$ cat src/rtl/pc_incr.sv
// pc_incr: program-counter offset unit.
// next_pc = curr_pc +/- diff (modulo 2^WIDTH) through one shared
// carry-lookahead adder; wrap flags unsigned overflow on add and borrow on
// subtract. pc_q/wrap_q are one-cycle registered copies of next_pc/wrap.
// The adder is organised as 4-bit lookahead groups whose generate/propagate
// terms feed a second-level lookahead unit, so WIDTH must be a multiple of 4.
// No handshake: inputs are sampled continuously, and registered outputs
// capture on every rising clk edge.
module pc_incr #(
  parameter int WIDTH = 16
) (
  input  logic             clk,
  input  logic             reset,
  input  logic [WIDTH-1:0] curr_pc,
  input  logic             decr,
  input  logic [WIDTH-1:0] diff,
  output logic [WIDTH-1:0] next_pc,
  output logic             wrap,
  output logic [WIDTH-1:0] pc_q,
  output logic             wrap_q
);

  localparam int NG = WIDTH / 4;

  logic [WIDTH-1:0] b_op;       // diff, inverted when subtracting
  logic [WIDTH-1:0] g_bit;      // bit generate
  logic [WIDTH-1:0] p_bit;      // bit propagate
  logic [WIDTH-1:0] carry_bit;  // carry into each bit
  logic [NG-1:0]    grp_g;      // group generate
  logic [NG-1:0]    grp_p;      // group propagate
  logic [NG:0]      grp_c;      // carry into each group, grp_c[NG] = carry-out
  logic [WIDTH-1:0] pc_d;
  logic             wrap_d;

  // Operand conditioning: subtraction is curr_pc + ~diff + 1, the +1 being
  // the adder carry-in (decr).
  always_comb begin
    b_op  = diff ^ {WIDTH{decr}};
    g_bit = curr_pc & b_op;
    p_bit = curr_pc ^ b_op;
  end

  // First level: per-group generate/propagate as flat sum-of-products.
  always_comb begin
    logic prod;
    grp_g = '0;
    grp_p = '0;
    prod  = 1'b0;
    for (int g = 0; g < NG; g++) begin
      grp_p[g] = p_bit[4*g] & p_bit[4*g+1] & p_bit[4*g+2] & p_bit[4*g+3];
      for (int j = 0; j < 4; j++) begin
        prod = g_bit[4*g+j];
        for (int k = j + 1; k < 4; k++) begin
          prod = prod & p_bit[4*g+k];
        end
        grp_g[g] = grp_g[g] | prod;
      end
    end
  end

  // Second level: every group carry computed directly from group G/P and
  // the carry-in, so no carry ripples between groups.
  always_comb begin
    logic prod;
    grp_c    = '0;
    grp_c[0] = decr;
    prod     = 1'b0;
    for (int i = 1; i <= NG; i++) begin
      prod = decr;
      for (int k = 0; k < i; k++) begin
        prod = prod & grp_p[k];
      end
      grp_c[i] = prod;
      for (int j = 0; j < i; j++) begin
        prod = grp_g[j];
        for (int k = j + 1; k < i; k++) begin
          prod = prod & grp_p[k];
        end
        grp_c[i] = grp_c[i] | prod;
      end
    end
  end

  // Within each group: bit carries looked ahead from the group carry-in.
  always_comb begin
    logic prod;
    carry_bit = '0;
    prod      = 1'b0;
    for (int g = 0; g < NG; g++) begin
      for (int i = 0; i < 4; i++) begin
        prod = grp_c[g];
        for (int k = 0; k < i; k++) begin
          prod = prod & p_bit[4*g+k];
        end
        carry_bit[4*g+i] = prod;
        for (int j = 0; j < i; j++) begin
          prod = g_bit[4*g+j];
          for (int k = j + 1; k < i; k++) begin
            prod = prod & p_bit[4*g+k];
          end
          carry_bit[4*g+i] = carry_bit[4*g+i] | prod;
        end
      end
    end
  end

  // Sum and wrap: on subtract a missing carry-out means a borrow occurred.
  always_comb begin
    next_pc = p_bit ^ carry_bit;
    wrap    = grp_c[NG] ^ decr;
    pc_d    = next_pc;
    wrap_d  = wrap;
  end

  // Registered copies; synchronous reset overrides the capture of that edge.
  always_ff @(posedge clk) begin
    if (reset) begin
      pc_q   <= '0;
      wrap_q <= 1'b0;
    end else begin
      pc_q   <= pc_d;
      wrap_q <= wrap_d;
    end
  end

endmodule

$ cat config.mk
export PLATFORM = sky130hd
export DESIGN_NAME = pc_incr
export DESIGN_NICKNAME = d
export VERILOG_FILES = /design/src/rtl/pc_incr.sv
export SDC_FILE = /design/constraint.sdc
export NUM_CORES = 1
export LEC_CHECK = 0
export CORE_MARGIN = 2
export CORE_UTILIZATION = 40
export CTS_CLUSTER_SIZE = 20
export DETAILED_ROUTE_END_ITERATION = 7
export PLACE_DENSITY = 0.8
export SYNTH_ARGS = -nofsm -noshare
export SYNTH_HDL_FRONTEND = slang
export SYNTH_SLANG_ARGS = --single-unit
$ cat constraint.sdc
create_clock -name clk -period 4.04 [get_ports clk]
set_input_delay 0.606 -clock clk [delete_from_list [all_inputs] [get_ports clk]]
set_output_delay 0.606 -clock clk [all_outputs]
set_load 0.01 [all_outputs]
==> flow_metrics.tcl <==
set metrics [dict create \
    hold_buffers 0 \
    max_freq_mhz 252.2 \
    drt_iter0_markers 33 \
    grt_max_degree 20 \
    dp_hpwl_um 2905 \
    overflow 0 \
    io_buffers 68 \
    hold_viol 0 \
    synth_edf_count 0 \
    hold_path_class "in -> reg" \
    power_density_nw_per_um2 344.5 \
    avgSynthCellArea_um2 8.938 \
    ant_nets 0 \
    min-delay-start "curr_pc[12]" \
    core_um2 3311 \
    die_h_um 62.47 \
    synth_cell_type_count 26 \
    clkTransAtPathRegs_ps 80 \
    gp_congestion 0.9444 \
    drive_gt1_share_pct 20.62 \
    antennaDiodeCount 0 \
    crit_start "diff[0]" \
    fp.dieArea_um2 3903 \
    cts_root_buf "clkbuf_4" \
    die_w_um 62.47 \
    totalWireLength_um 3574 \
    ys_warn_count 0 \
    synth_seq_cells 17 \
    netlist.area_leader.share_pct 24.89 \
    grt_usage_pct 18.82 \
    grt_antenna_before_repair 0 \
    nNetsFinal 316 \
    setup_violations 0 \
    drt_pass1_iterations 2 \
    yosysMostFrequentCell "ha_1" \
    endpoint_kind "output port" \
    slew_headroom_pct 56.33 \
    route.detailed.drc 0 \
    worstPathRequired_ps 3430 \
    initial_core_util_pct 41.31 \
    n_fill_cell 258 \
    fin_crit_ps 3966 \
    final_util_pct 73.39 \
    synth_area_leader_cell "dfxtp_1" \
    cts_tree "built" \
    maxCapViolCount 0 \
    netlist_instances 153 \
    report.final.slew_viol_count 0 \
    yosys-top-cells-area "dfxtp_1, ha_1, xor2_1, xnor2_1, nor2b_1" \
    grt_pass1_wl_um 6099 \
    synth_common_cells "ha_1, dfxtp_1, nor2b_1, xor2_1, inv_1" \
    critPathMaxFanout 3 \
    synth_ff_type "dfxtp_1" \
    first_global_vias 1359 \
    tns_ps 0 \
    async_reset_ff_share_pct 0 \
    tightest_slew_ps 653.0 \
    ir_worst_vdd_v 0.0001242 \
    clockBufferDepth 2 \
    cts_made_buffers 3 \
    cts.sinks 17 \
    status "completed" \
    startpoint_type "primary input" \
    ys_seq_area_share_pct 24.89 \
    p_leak_uw 0.001129 \
    placed_cell_area_um2 2306 \
    finish.instance_area_um2 2430 \
    post_drt_wl_per_cell_um 11.80 \
    htree_levels 1 \
    synth_nets 211 \
    arrival_ps 3360 \
    syn_area_um2 1368 \
    vias_per_cell 4.512 \
    row_count 21 \
    ios 69 \
    dr_total_vias 1367 \
    area_growth_pct 77.68 \
    crit_type "in -> out" \
    period_share_pct 98.16 \
]
## state kept, by name, summed over array words and instances, names as in the netlist
register,count
pc_q,16
wrap_q,1
## cell usage in the layout, fill, tap and decap left out, types with 5 or more instances in the layout
cell type        Yosys  final
buf_4                0     34
dfxtp_1             17     17
nor2b_1             16     14
clkdlybuf4s50_1      0     57
nand2_1              6      6
o21ai_0              8      5
ha_1                20     20
inv_1               15     15
xor2_1              16     16
xnor2_1             13     11
nor2_1               9      9
dlygate4sd2_1        0      7
## per-layer routing
layer / part of all wire [%] / vias to the layer above / global-route usage, %
li1: - / 714 / -
met2: 51 / 30 / 33.33
met5: 0 / - / 0
met1: 45 / 621 / 24.50
met3: 2.8 / 2 / 1.622
met4: 0.76 / 0 / 5.000
## worst max-delay path, stage by stage
cell and delay (ps):
clkdlybuf4s50_1 520, xor2_1 170, ha_1 270, a41oi_2 210
o211ai_1 160, a21oi_2 230, buf_4 140, fa_1 450
inv_1 70, clkdlybuf4s50_1 520
## per-stage QoR
stage	power, uW	hold WS, ps	std cells	setup slack, ps
after CTS	825.8	1106	297	-27.34
after floorplan	449.1	910.0	153	374.4
after global placement	741.3	1339	292	-293.7
after global routing	898.6	1168	303	-72.44
after detailed placement	750.5	1339	292	-442.9
final	837.1	1112	303	74.35
## final timing paths
check	slack, ps	endpoint	cells after the start
worst min-delay path	1110	pc_q[12]	4
worst max-delay path	70	next_pc[8]	10
## logic make-up (layout without fill, tap and decap cells)
group | count (synthesis) | count (layout) | synth area share, %
AND/OR/NAND/NOR | 35 | 35 | 13.08
AO/OA/AOI/OAI | 29 | 29 | 14.64
XOR/XNOR | 29 | 29 | 18.57
adder cells (fa/ha/maj) | 23 | 23 | 22.69
buffers and inverters | 19 | 123 | 5.398
flip-flops | 17 | 17 | 24.89
multiplexers | 1 | 1 | 0.7320
## where the power goes
part / switching (uW) / total, uW / internal (uW) / leakage, uW
clock: 43.6 / 81.8 / 38.2 / 0.0000150
sequential: 7.17 / 207 / 199 / 0.000142
combinational: 232 / 549 / 317 / 0.000972
total: 283 / 837 / 554 / 0.00113
## cell type report
| type | count | area (um2) | area share [%] |
|---|---|---|---|
| Timing Repair Buffer | 104 | 944.7 | 38.88 |
| Clock buffer | 4 | 26.28 | 1.081 |
| Multi-Input combinational cell | 117 | 1005 | 41.35 |
| Sequential cell | 17 | 340.3 | 14.01 |
| Inverter | 15 | 56.30 | 2.317 |
| Tap cell | 46 | 57.56 | 2.369 |
## timing repair
action	in CTS	in global routing
endpoints found under the setup margin	11	10
pin swaps	2	5
resized for setup	22	11
buffers inserted	1	6
No activity file was read; power rests on OpenSTA's default activity.
